===== src/rtl/clk_div_gen.sv =====
// rtl/clk_div_gen.sv - multi-channel programmable clock divider with shadowed configuration
// Optional start offset per channel is enabled by defining CLKGEN_PHASE_EN.
module clk_div_gen #(
    parameter int CH = 4,
    parameter int CW = 8
) (
    input  logic             clk,
    input  logic             rst_n,
    input  logic [CH-1:0]    en,
    input  logic [CH-1:0]    upd,
    input  logic [CH*CW-1:0] period,
    input  logic [CH*CW-1:0] high,
`ifdef CLKGEN_PHASE_EN
    input  logic [CH*CW-1:0] phase,
`endif
    output logic [CH-1:0]    clk_out,
    output logic [CH-1:0]    tick,
    output logic [CH-1:0]    pend,
    output logic [CH-1:0]    busy
);

    typedef enum logic [1:0] {
        IDLE = 2'd0,
        RUN  = 2'd1,
        STOP = 2'd2
    } state_t;

    localparam logic [CW-1:0] ONE = CW'(1);
    localparam logic [CW-1:0] TWO = CW'(2);

    function automatic logic [CW-1:0] clamp_p(input logic [CW-1:0] p);
        logic [CW-1:0] r;
        r = (p < TWO) ? TWO : p;
        return r;
    endfunction

    // p must already be clamped, so the result is always in 1..p-1
    function automatic logic [CW-1:0] clamp_h(input logic [CW-1:0] h, input logic [CW-1:0] p);
        logic [CW-1:0] r;
        if (h == '0)
            r = ONE;
        else if (h >= p)
            r = p - ONE;
        else
            r = h;
        return r;
    endfunction

    for (genvar i = 0; i < CH; i++) begin : g_ch
        state_t        st_q, st_d;
        logic [CW-1:0] cnt_q, cnt_d;
        logic [CW-1:0] pa_q, pa_d, ha_q, ha_d;
        logic [CW-1:0] ps_q, ps_d, hs_q, hs_d;
        logic          pend_q, pend_d;
        logic [CW-1:0] p_c, h_c;
        logic [CW-1:0] start_cnt;
        logic          bnd;
        logic          clk_q, clk_d;
        logic          tick_q, tick_d;
        logic          busy_q, busy_d;

        assign p_c = clamp_p(period[i*CW +: CW]);
        assign h_c = clamp_h(high[i*CW +: CW], p_c);
        assign bnd = (st_q != IDLE) && (cnt_q == pa_q - ONE);

`ifdef CLKGEN_PHASE_EN
        logic [CW-1:0] pha_q, pha_d, phs_q, phs_d;
        logic [CW-1:0] ph_c;

        assign ph_c = (phase[i*CW +: CW] >= p_c) ? (p_c - ONE) : phase[i*CW +: CW];

        // the phase only matters at the next IDLE->RUN, so it simply follows the period/high path
        always_comb begin
            pha_d = pha_q;
            phs_d = phs_q;
            if (bnd && pend_q)
                pha_d = phs_q;
            if (upd[i]) begin
                if (st_q == IDLE)
                    pha_d = ph_c;
                else
                    phs_d = ph_c;
            end
        end

        always_ff @(posedge clk or negedge rst_n) begin
            if (!rst_n) begin
                pha_q <= '0;
                phs_q <= '0;
            end else begin
                pha_q <= pha_d;
                phs_q <= phs_d;
            end
        end

        assign start_cnt = pha_d;
`else
        assign start_cnt = '0;
`endif

        always_ff @(posedge clk or negedge rst_n) begin
            if (!rst_n) begin
                st_q   <= IDLE;
                cnt_q  <= '0;
                pa_q   <= TWO;
                ha_q   <= ONE;
                ps_q   <= TWO;
                hs_q   <= ONE;
                pend_q <= 1'b0;
                clk_q  <= 1'b0;
                tick_q <= 1'b0;
                busy_q <= 1'b0;
            end else begin
                st_q   <= st_d;
                cnt_q  <= cnt_d;
                pa_q   <= pa_d;
                ha_q   <= ha_d;
                ps_q   <= ps_d;
                hs_q   <= hs_d;
                pend_q <= pend_d;
                clk_q  <= clk_d;
                tick_q <= tick_d;
                busy_q <= busy_d;
            end
        end

        // STOP with en high resumes even on the boundary, so a re-raise never leaves a gap
        always_comb begin
            st_d = st_q;
            unique case (st_q)
                IDLE:    if (en[i]) st_d = RUN;
                RUN:     if (!en[i]) st_d = STOP;
                STOP: begin
                    if (en[i])
                        st_d = RUN;
                    else if (bnd)
                        st_d = IDLE;
                end
                default: st_d = IDLE;
            endcase
        end

        // boundary applies the old shadow first, so a coincident upd lands in the shadow and stays pending
        always_comb begin
            pa_d   = pa_q;
            ha_d   = ha_q;
            ps_d   = ps_q;
            hs_d   = hs_q;
            pend_d = pend_q;
            if (bnd && pend_q) begin
                pa_d   = ps_q;
                ha_d   = hs_q;
                pend_d = 1'b0;
            end
            if (upd[i]) begin
                if (st_q == IDLE) begin
                    pa_d = p_c;
                    ha_d = h_c;
                end else begin
                    ps_d   = p_c;
                    hs_d   = h_c;
                    pend_d = 1'b1;
                end
            end
        end

        always_comb begin
            cnt_d = cnt_q;
            if (st_q == IDLE)
                cnt_d = en[i] ? start_cnt : '0;
            else if (bnd)
                cnt_d = '0;
            else
                cnt_d = cnt_q + ONE;
        end

        // outputs are decoded from next-state values and registered, so clk_out is a clean flop
        always_comb begin
            busy_d = (st_d != IDLE);
            clk_d  = busy_d && (cnt_d < ha_d);
            tick_d = busy_d && (cnt_d == '0);
        end

        assign clk_out[i] = clk_q;
        assign tick[i]    = tick_q;
        assign pend[i]    = pend_q;
        assign busy[i]    = busy_q;
    end

endmodule

===== config.mk =====
export PLATFORM = sky130hd
export DESIGN_NAME = clk_div_gen
export DESIGN_NICKNAME = d
export VERILOG_FILES = /design/src/rtl/clk_div_gen.sv
export SDC_FILE = /design/constraint.sdc
export NUM_CORES = 1
export LEC_CHECK = 0
export BUFFER_PORTS_ARGS = -buffer_cell sky130_fd_sc_hd__buf_2
export CAP_MARGIN = 20
export CORE_ASPECT_RATIO = 1.2
export CORE_MARGIN = 1.5
export CORE_UTILIZATION = 40
export CTS_CLUSTER_DIAMETER = 30
export CTS_CLUSTER_SIZE = 12
export DETAILED_ROUTE_END_ITERATION = 10
export SKIP_LAST_GASP = 1
export SLEW_MARGIN = 0
export SYNTH_ARGS = -nofsm -noshare
export SYNTH_HDL_FRONTEND = slang
export SYNTH_SLANG_ARGS = --single-unit

===== constraint.sdc =====
create_clock -name clk -period 5.9 [get_ports clk]
set_input_delay 1.18 -clock clk [delete_from_list [all_inputs] [get_ports clk]]
set_output_delay 1.18 -clock clk [all_outputs]
set_load 0.02 [all_outputs]

==> results of run 1 <==
synth_stat cells (10+ instances only):
library cell / number
o21ai_0: 94
or3_1: 15
and3_1: 15
nand2b_1: 18
dfrtp_1: 168
clkbuf_1: 44
mux2i_1: 87
nor2b_1: 17
o21a_1: 14
nor3_1: 24
xor2_1: 32
ha_1: 72
nand4_1: 10
buf_4: 19
nor4_1: 15
dfstp_2: 16
a31oi_1: 23
o211ai_1: 23
inv_1: 53
a21oi_1: 57
a21o_1: 10
xnor2_1: 47
mux2_2: 25
nand2_1: 154
nand3_1: 35
nor2_1: 99
o21ai_1: 32
critical path, stage by stage:
cell and delay (ns):
buf_2 0.11, or3_1 0.40, or4_1 0.42, o21ai_1 0.17
inv_1 0.06, ha_1 0.26, nand2b_1 0.13, a211oi_1 0.24
o21ai_1 0.15, and3_1 0.31, mux2_2 0.29, nand2_1 0.06
mux2_2 0.28, ha_1 0.29, nand3_1 0.08, or2_2 0.29
nand2b_1 0.16, o311ai_1 0.22, and4b_1 0.22
where the power goes:
| part | switching [mW] | internal, mW |
|---|---|---|
| clock network | 0.522 | 0.600 |
| logic | 0.604 | 0.475 |
| registers | 0.199 | 1.52 |
| total | 1.32 | 2.59 |
sequential cells by signal, summed over array words and instances, names as in the netlist:
name,flops
g_ch.cnt_q,32
g_ch.ha_q,32
g_ch.hs_q,32
g_ch.pa_q,32
g_ch.ps_q,32
g_ch.st_q,8
g_ch.busy_q,4
g_ch.clk_q,4
g_ch.pend_q,4
g_ch.tick_q,4
layout make-up:
class,count,share of cell area [%]
inverters,54,1.51
multi-input cells,1025,51.9
clock buffers,19,3.31
flip-flops and latches,184,34.5
clock inverters,13,0.888
well taps,390,3.64
repair buffers,102,4.18
worst max path at each step:
stage	endpoint	slack [ns]	cells after the start
3_5_place_dp	g_ch[3].clk_q$_DFF_PN0_	0.44	19
6_report	g_ch[2].clk_q$_DFF_PN0_	0.87	19
5_1_grt	g_ch[3].clk_q$_DFF_PN0_	0.38	19
3_3_place_gp	g_ch[2].clk_q$_DFF_PN0_	0.56	19
4_1_cts	g_ch[3].clk_q$_DFF_PN0_	0.92	19
2_1_floorplan	g_ch[0].clk_q$_DFF_PN0_	0.68	20
metrics by stage:
stage | setup slack [ns] | hold WS (ns) | std cells | power [mW] | cell area, um2
2_1_floorplan | 0.678 | 0.441 | 1337 | 2.52 | 12200
3_3_place_gp | 0.560 | 0.460 | 1754 | 2.79 | 12800
3_5_place_dp | 0.438 | 0.469 | 1754 | 2.82 | 12800
4_1_cts | 0.924 | 0.483 | 1786 | 3.96 | 13400
5_1_grt | 0.379 | 0.493 | 1787 | 4.19 | 13400
6_report | 0.872 | 0.479 | 1787 | 3.92 | 13400
routing by layer:
metal	wire, um	vias to the layer above	global-route usage, %	part of all wire [%]
met3	738	49	2.72	2.6
met5	13	-	0	0.046
met4	560	2	6.39	2.0
met1	13200	4600	24.4	47
met2	13500	163	30.8	48
li1	-	4885	-	-
logic make-up after synthesis:
group / count (synthesis) / synth area share (%)
flops: 184 / 38.0
compound gates: 315 / 16.5
mux: 113 / 9.57
xor+xnor: 79 / 5.69
fa+ha+maj: 72 / 7.41
simple gates: 446 / 18.0
buf+inv: 128 / 4.76
==> flow_summary.yaml, run 1 <==
floorplan:
  rows: 69
  dieArea_mm2: 0.0314
  initial_utilization_pct: 40.8
  io_pins: 90
  dieWidth_um: 162
  die_y_um: 194
  design.core.area_mm2: 0.0298
logic_synthesis:
  seq_area_frac_synth_pct: 38.0
  syn_inst: 1337
  ys_ff_latch: 184
  yosysWarningCount: 0
  async_flop_share_pct: 100
  netlist.top_cell.by_area: "dfrtp_1"
  synth_nets: 1483
  synth_ff_type: "dfrtp_1"
  netlist.area_leader.share_pct: 34.6
  synth_area_mm2: 0.0122
  synth_edf_count: 0
  syn_area_per_cell_um2: 9.09
  synth_cell_type_count: 79
  synth_area_leaders: "dfrtp_1 35%, ha_1 7.4%, mux2i_1 7.2%"
power_and_ir_drop:
  powerDensity_mw_per_mm2: 292
  p_leak_nw: 6.30
  vdd_drop_max_mv: 0.148
setup_path:
  crit_start: "period[22]"
  r2r_slack_ns: 1.41
  critPathLaunchType: "input port"
  critPathRequiredTime_ns: 6.22
  worstPathMaxFanout: 11
  crit_arrival_ns: 5.35
  r2r_start: "g_ch[0].pa_q[1]$_DFF_PN1_"
  critPathKind: "in2reg"
  worstReg2RegEnd: "g_ch[0].clk_q$_DFF_PN0_"
  crit_path_end_kind: "flop"
  ff2ff_path_depth: 16
placement:
  dpl.hpwl_mm: 21.2
  gp_congestion: 0.892
  io_buffer_count: 89
clock_tree:
  cts_tree: "built"
  cts_resized: 0
  cts_hold_buf: 0
  clock_latency_ns: 0.44
  cts_buffers: 17
  cts_max_level: 4
  cts.sinks: 184
  post-cts-setup-buffers: 0
  cts_max_path_buffers: 2
  root_buffer: "clkbuf_16"
  clkTransAtPathRegs_ns: 0.07
cells_and_area:
  layout_common_cells: "168 x dfrtp_1, 154 x nand2_1, 99 x nor2_1"
  final_common_cell: "dfrtp_1"
  area_delta_synth_final_pct: 10.2
  seq_area_mm2: 0.00462
  diodes: 0
  final_util_pct: 45.0
  nNetsFinal: 1530
  drive_above_1_share_pct: 14.5
  multi_input_area_mm2: 0.00696
  fillers: 2907
drt:
  vias_per_cell: 5.43
  detail_route.wl_per_cell_um: 15.7
  dr.first_iter.drc_count: 530
  vias: 9699
  drtPass1Iterations: 5
  routed_wl_mm: 28.0
  drc: 0
  ant_nets: 0
sta:
  fin_crit_sh_pct: 85.2
  max_slew_margin_pct: 32.8
  finalMaxSlewViolations: 0
  min_period_ns: 5.03
  fmaxAchievable_mhz: 199
  tightest_slew_ns: 1.00
  final_hold_viol_count: 0
  fin_tns_setup_ns: 0
  rsz0062_at_grt: "no"
  setup_viol: 0
  skew_ns: 0.0108
run:
  maxCapViolations: 0
grt:
  track_usage_pct: 18.5
  antenna_found_initial: 1
  grt_first_pass_wirelength_mm: 47.7
  grt_pass1_vias: 9528
  grt_max_degree: 101
  grt_overflow_total: 0
worst_hold_path:
  hp-class: "reg2reg"
  holdPathStages: 2
  min_from: "g_ch[0].ps_q[7]$_DFFE_PN0P_"
  min_to: "g_ch[0].ps_q[7]$_DFFE_PN0P_"
status:
  status: "finished clean"
Power figures use the tool's default switching activity.
==> run 2, diff against run 1 <==
- CORE_ASPECT_RATIO: 1.2 -> 1.75
==> run 2 against run 1 <==
Cell area is 0.10% higher. Flip-flop and latch count stayed put. Combinational power hardly changed. Global-route usage is 1.1 points higher. Worst hold slack worse by 0.0015 ns. Via count is 0.55% higher. Clock power hardly changed. Clock skew is 0.0015 ns lower. Fmax hardly changed. Largest power group unchanged.
==> flow_summary.yaml, run 2 (synthesis results as in run 1) <==
status:
  status: "finished clean"
setup_path:
  crit_arrival_ns: 5.39
  worstReg2RegEnd: "g_ch[0].clk_q$_DFF_PN0_"
  critPathRequiredTime_ns: 6.26
  ff2ff_path_depth: 16
  crit_path_end_kind: "flop"
  path_buf_inv: 2
  crit_end: "g_ch[0].clk_q$_DFF_PN0_"
  worstPathMaxFanout: 7
  worst_path_dominant_cell_family: "compound AO/OA/AOI/OAI gates"
  cp_num_cells: 20
  r2r_start: "g_ch[0].pa_q[1]$_DFF_PN1_"
  critical_path.max_stage_delay_ns: 0.40
  crit_start: "period[4]"
  critPathLaunchType: "input port"
  crit_path_top_delay_cell: "a2111oi_0"
  critPathKind: "in2reg"
  worstPathCellList: "buf_2 > nor4_2 > nand3_1 > o21ai_1 > inv_1 > ha_1 > nand2b_1 > a211oi_1 > o21a_1 > or2_2 > mux2_2 > nand3_1 > o21a_1 > ha_1 > a21o_1 > a21oi_1 > nor2_1 > a2111oi_0 > o311ai_0 > nor4b_4"
  r2r_slack_ns: 1.08
power_and_ir_drop:
  vdd_drop_max_mv: 0.223
  swShare_pct: 34.3
  powerDensity_mw_per_mm2: 293
  internal-power_mw: 2.58
  p_leak_nw: 6.30
  switchingPower_mw: 1.35
  seq_power_share_pct: 43.7
  combPwrFrac_pct: 27.8
  p_clk_share_pct: 28.5
drt:
  vias: 9752
  drc: 0
  drtPass1Iterations: 5
  routed_wl_mm: 29.8
  detail_route.wl_per_cell_um: 16.7
  dr.first_iter.drc_count: 475
  ant_nets: 0
  vias_per_cell: 5.46
grt:
  grt_pass1_vias: 9475
  grt_overflow_total: 0
  track_usage_pct: 19.6
  antenna_found_initial: 1
  grt_max_degree: 100
  grt_first_pass_wirelength_mm: 48.2
placement:
  dpl_cell_area_mm2: 0.0128
  io_buffer_count: 89
  pre_cts_ws_ns: 0.430
  gp_congestion: 0.906
  dpl.hpwl_mm: 23.1
  dp_cells: 1752
cells_and_area:
  area_delta_synth_final_pct: 10.3
  final_common_cell: "dfrtp_1"
  layout_common_cells: "168 x dfrtp_1, 154 x nand2_1, 99 x nor2_1"
  drive_above_1_share_pct: 14.7
  fillers: 2950
  diodes: 0
  nNetsFinal: 1531
  instances_no_fill: 1785
  final_area_mm2: 0.0134
clock_tree:
  cts_hold_buf: 0
  clock_latency_ns: 0.45
  cts_buffers: 17
  cts_max_path_buffers: 2
  clkTransAtPathRegs_ns: 0.07
  root_buffer: "clkbuf_16"
  cts.sinks: 184
  post-cts-setup-buffers: 0
  cts_max_level: 4
  cts_resized: 0
  cts_tree: "built"
floorplan:
  design.core.area_mm2: 0.0300
  die_y_um: 234
  rows: 84
  dieArea_mm2: 0.0315
  dieWidth_um: 135
  initial_utilization_pct: 40.6
  io_pins: 90
worst_hold_path:
  hp-class: "reg2reg"
sta:
  setup_viol: 0
  fin_crit_sh_pct: 85.2
  fin_tns_setup_ns: 0
  finalMaxSlewViolations: 0
  fmaxAchievable_mhz: 199
  skew_ns: 0.00927
  min_period_ns: 5.03
  rsz0062_at_grt: "no"
  max_slew_margin_pct: 31.1
  final_hold_viol_count: 0
  final.setup.worst_slack_ns: 0.872
  tightest_slew_ns: 1.03
run:
  maxCapViolations: 0
==> run 2: cell count changes in the layout (fill, tap and decap cells not counted), sizes merged <==
cell	change
clkbuf	-2
clkinv	+2
clkinvlp	+2
inv	-2
buf	+1
==> run 2: layout make-up <==
type                    instances  area [um2]  area share, %
clock inverters                15         146           1.09
multi-input cells            1025        6960           51.9
repair buffers                103         567           4.23
flip-flops and latches        184        4620           34.5
clock buffers                  17         425           3.17
well taps                     387         484           3.61
inverters                      54         203           1.51
==> run 2: per-layer routing <==
| metal | global-route usage, % | wire length (um) |
|---|---|---|
| met5 | 0 | 10 |
| met4 | 7.80 | 1000 |
| met3 | 3.45 | 755 |
| met2 | 37.5 | 16400 |
| met1 | 20.9 | 11600 |
==> run 2: worst min-delay path by stage <==
stage,startpoint,to,slack [ns],cells after the start
after floorplan,g_ch[2].hs_q[7]$_DFFE_PN0P_,g_ch[2].hs_q[7]$_DFFE_PN0P_,0.44,2
final,g_ch[1].hs_q[0]$_DFFE_PN1P_,g_ch[1].hs_q[0]$_DFFE_PN1P_,0.48,2
after CTS,g_ch[2].hs_q[0]$_DFFE_PN1P_,g_ch[2].hs_q[0]$_DFFE_PN1P_,0.48,2
after global placement,g_ch[0].ps_q[4]$_DFFE_PN0P_,g_ch[0].ps_q[4]$_DFFE_PN0P_,0.46,2
after global routing,g_ch[2].hs_q[0]$_DFFE_PN1P_,g_ch[2].hs_q[0]$_DFFE_PN1P_,0.49,2
after detailed placement,g_ch[3].ps_q[2]$_DFFE_PN0P_,g_ch[3].ps_q[2]$_DFFE_PN0P_,0.47,2
==> run 2: metrics by stage <==
step	util [%]	hold WS [ns]	power, mW
after floorplan	-	0.441	2.52
after global placement	42.8	0.461	2.81
after detailed placement	42.8	0.470	2.84
after CTS	44.7	0.481	3.98
after global routing	44.8	0.492	4.19
final	44.8	0.478	3.93
==> run 2: power by group through the flow <==
| stage | clock, mW | combinational, mW | sequential, mW |
|---|---|---|---|
| after global placement | 0 | 1.07 | 1.74 |
| final | 1.12 | 1.09 | 1.72 |
| after global routing | 1.20 | 1.24 | 1.75 |
| after detailed placement | 0 | 1.09 | 1.75 |
| after CTS | 1.15 | 1.10 | 1.72 |
| after floorplan | 0 | 0.863 | 1.66 |
==> run 2: worst reg2reg max path, cell delays in order, from the launching register on <==
cell	delay, ns
dfstp_2	0.57
inv_1	0.05
ha_1	0.27
xor2_1	0.16
o211ai_1	0.10
a211oi_1	0.23
o211ai_1	0.18
or4b_1	0.98
mux2i_1	0.27
o21a_1	0.23
ha_1	0.30
a21o_1	0.19
a21oi_1	0.16
nor2_1	0.05
a2111oi_0	0.40
o311ai_0	0.29
nor4b_4	0.29
==> run 3, diff against run 2 <==
- CORE_MARGIN: 1.5 -> unset
- GPL_TIMING_DRIVEN: unset -> 0
==> run 3 against run 2 <==
Clock skew fell by 0.0019 ns. Routed wire length rose by 2.0%. Critical path depth rose by 1. Largest power group unchanged.
==> flow_summary.yaml, run 3 (synthesis results as in run 1) <==
sta:
  rsz0062_at_grt: "no"
  skew_ns: 0.00740
  min_period_ns: 5.55
  tightest_slew_ns: 0.734
  setup_viol: 0
  fin_crit_sh_pct: 94.1
  max_slew_margin_pct: 51.1
  final_hold_viol_count: 0
  fmaxAchievable_mhz: 180
  holdWs_ns: 0.478
  finalMaxSlewViolations: 0
power_and_ir_drop:
  p_leak_nw: 6.48
  switchingPower_mw: 1.35
  seq_power_share_pct: 41.0
  internal-power_mw: 2.79
  combPwrFrac_pct: 28.1
  finalPower_mw: 4.14
  p_clk_share_pct: 31.0
  vdd_drop_max_mv: 0.232
  powerDensity_mw_per_mm2: 300
  swShare_pct: 32.6
floorplan:
  die_y_um: 233
  design.core.area_mm2: 0.0300
  dieArea_mm2: 0.0311
  dieWidth_um: 134
  rows: 84
  initial_utilization_pct: 40.6
  io_pins: 90
clock_tree:
  cts_tree: "built"
  clkTransAtPathRegs_ns: 0.07
  clock_latency_ns: 0.45
  cts_buffers: 17
  post-cts-setup-buffers: 0
  root_buffer: "clkbuf_16"
  cts_max_path_buffers: 2
  cts_max_level: 4
  cts.sinks: 184
setup_path:
  worstReg2RegEnd: "g_ch[0].clk_q$_DFF_PN0_"
  critPathRequiredTime_ns: 6.25
  worstPathMaxFanout: 7
  crit_path_end_kind: "flop"
  crit_arrival_ns: 5.90
  ff2ff_path_depth: 17
  worstPathCellList: "buf_2 > nor4_2 > nand3_1 > o21ai_2 > inv_1 > ha_1 > nand2b_1 > a211oi_1 > o21a_1 > or2_2 > clkbuf_1 > mux2_2 > nand3_1 > o21a_1 > ha_1 > a21o_1 > a21oi_1 > nor2_1 > a2111oi_0 > o311ai_0 > nor4b_4"
  r2r_start: "g_ch[0].pa_q[1]$_DFF_PN1_"
  worst_path_dominant_cell_family: "compound AO/OA/AOI/OAI gates"
  r2r_slack_ns: 1.47
  critPathKind: "in2reg"
  path_buf_inv: 3
  critPathLaunchType: "input port"
  critical_path.max_stage_delay_ns: 0.46
  crit_path_top_delay_cell: "nor4_2"
cells_and_area:
  final_common_cell: "dfrtp_1"
  nNetsFinal: 1591
  final_util_pct: 46.0
  drive_above_1_share_pct: 15.1
  final_area_mm2: 0.0138
  layout_common_cells: "168 x dfrtp_1, 154 x nand2_1, 99 x nor2_1"
  diodes: 0
  area_delta_synth_final_pct: 13.4
placement:
  io_buffer_count: 88
  dpl_cell_area_mm2: 0.0131
  dpl.hpwl_mm: 24.1
  gp_congestion: 0.921
drt:
  vias_per_cell: 5.44
  routed_wl_mm: 30.4
  dr.max_layer_used: "met5"
  detail_route.wl_per_cell_um: 16.5
  drtPass1Iterations: 5
  met2_length_mm: 16.7
  wirelength_met1_mm: 11.6
  dr_wl_met3_um: 601
  vias: 10000
  drc: 0
  dr.first_iter.drc_count: 376
  ant_nets: 0
grt:
  grt_pass1_vias: 10200
  antenna_found_initial: 1
  grt_first_pass_wirelength_mm: 50.1
  grt_overflow_total: 0
  track_usage_pct: 20.4
  grt_max_degree: 117
worst_hold_path:
  min_from: "g_ch[2].hs_q[0]$_DFFE_PN1P_"
  min_to: "g_ch[2].hs_q[0]$_DFFE_PN1P_"
  hp-class: "reg2reg"
  holdPathStages: 2
run:
  maxCapViolations: 0
status:
  status: "finished clean"
## run 3: what timing repair did
item | 4_1_cts | 5_1_grt
setup endpoints to repair | 0 | 1
hold buffers | 0 | 0
endpoints found under the hold margin | 0 | 0
gates resized for setup | 0 | 1
## run 3: worst reg2reg max path: stages (launching register included)
cell and delay, ns:
dfstp_2 0.57, inv_1 0.05, ha_1 0.28, xor2_1 0.16
o211ai_1 0.10, a211oi_1 0.23, o211ai_1 0.20, or4b_1 0.54
buf_6 0.18, mux2i_1 0.15, o21a_1 0.18, ha_1 0.28
a21o_1 0.18, a21oi_1 0.15, nor2_1 0.05, a2111oi_0 0.40
o311ai_0 0.29, nor4b_4 0.34
## run 3: routing by layer
metal  up-vias  track usage (%)
met4         2             13.1
met3        85             2.68
met5         -                0
li1       4997                -
met2       162             39.2
met1      4798             20.2
## run 3: power groups by stage
stage	logic [mW]	clock network, mW	registers [mW]
finish	1.16	1.28	1.69
global route	1.32	1.37	1.72
CTS	1.17	1.31	1.70
detailed placement	1.17	0	1.72
global placement	1.13	0	1.71
floorplan	0.863	0	1.66
## run 3: stage by stage
| step | instances | setup TNS (ns) | setup slack (ns) |
|---|---|---|---|
| global placement | 1812 | -0.341 | -0.250 |
| global route | 1845 | 0 | 0.00280 |
| finish | 1845 | 0 | 0.349 |
| CTS | 1845 | 0 | 0.285 |
| detailed placement | 1813 | -0.319 | -0.178 |
| floorplan | 1337 | 0 | 0.678 |
## run 3: final cells by class
type | count | area [um2]
fill | 2944 | 16200
multi-input combinational | 1025 | 6960
sequential | 184 | 4620
tap | 387 | 484
timing repair buffer | 89 | 478
clock buffer | 19 | 443
buffer | 74 | 375
clock inverter | 13 | 214
inverter | 54 | 203
## run 3: how the worst max path moves through the flow
stage          slack [ns]        from  cells past startpoint                      end
2_1_floorplan        0.68   period[4]                     20  g_ch[0].clk_q$_DFF_PN0_
3_3_place_gp        -0.25   period[4]                     21  g_ch[0].clk_q$_DFF_PN0_
3_5_place_dp        -0.18   period[4]                     21  g_ch[0].clk_q$_DFF_PN0_
4_1_cts              0.29   period[4]                     21  g_ch[0].clk_q$_DFF_PN0_
5_1_grt             0.003  period[22]                     20  g_ch[2].clk_q$_DFF_PN0_
6_report             0.35   period[4]                     21  g_ch[0].clk_q$_DFF_PN0_
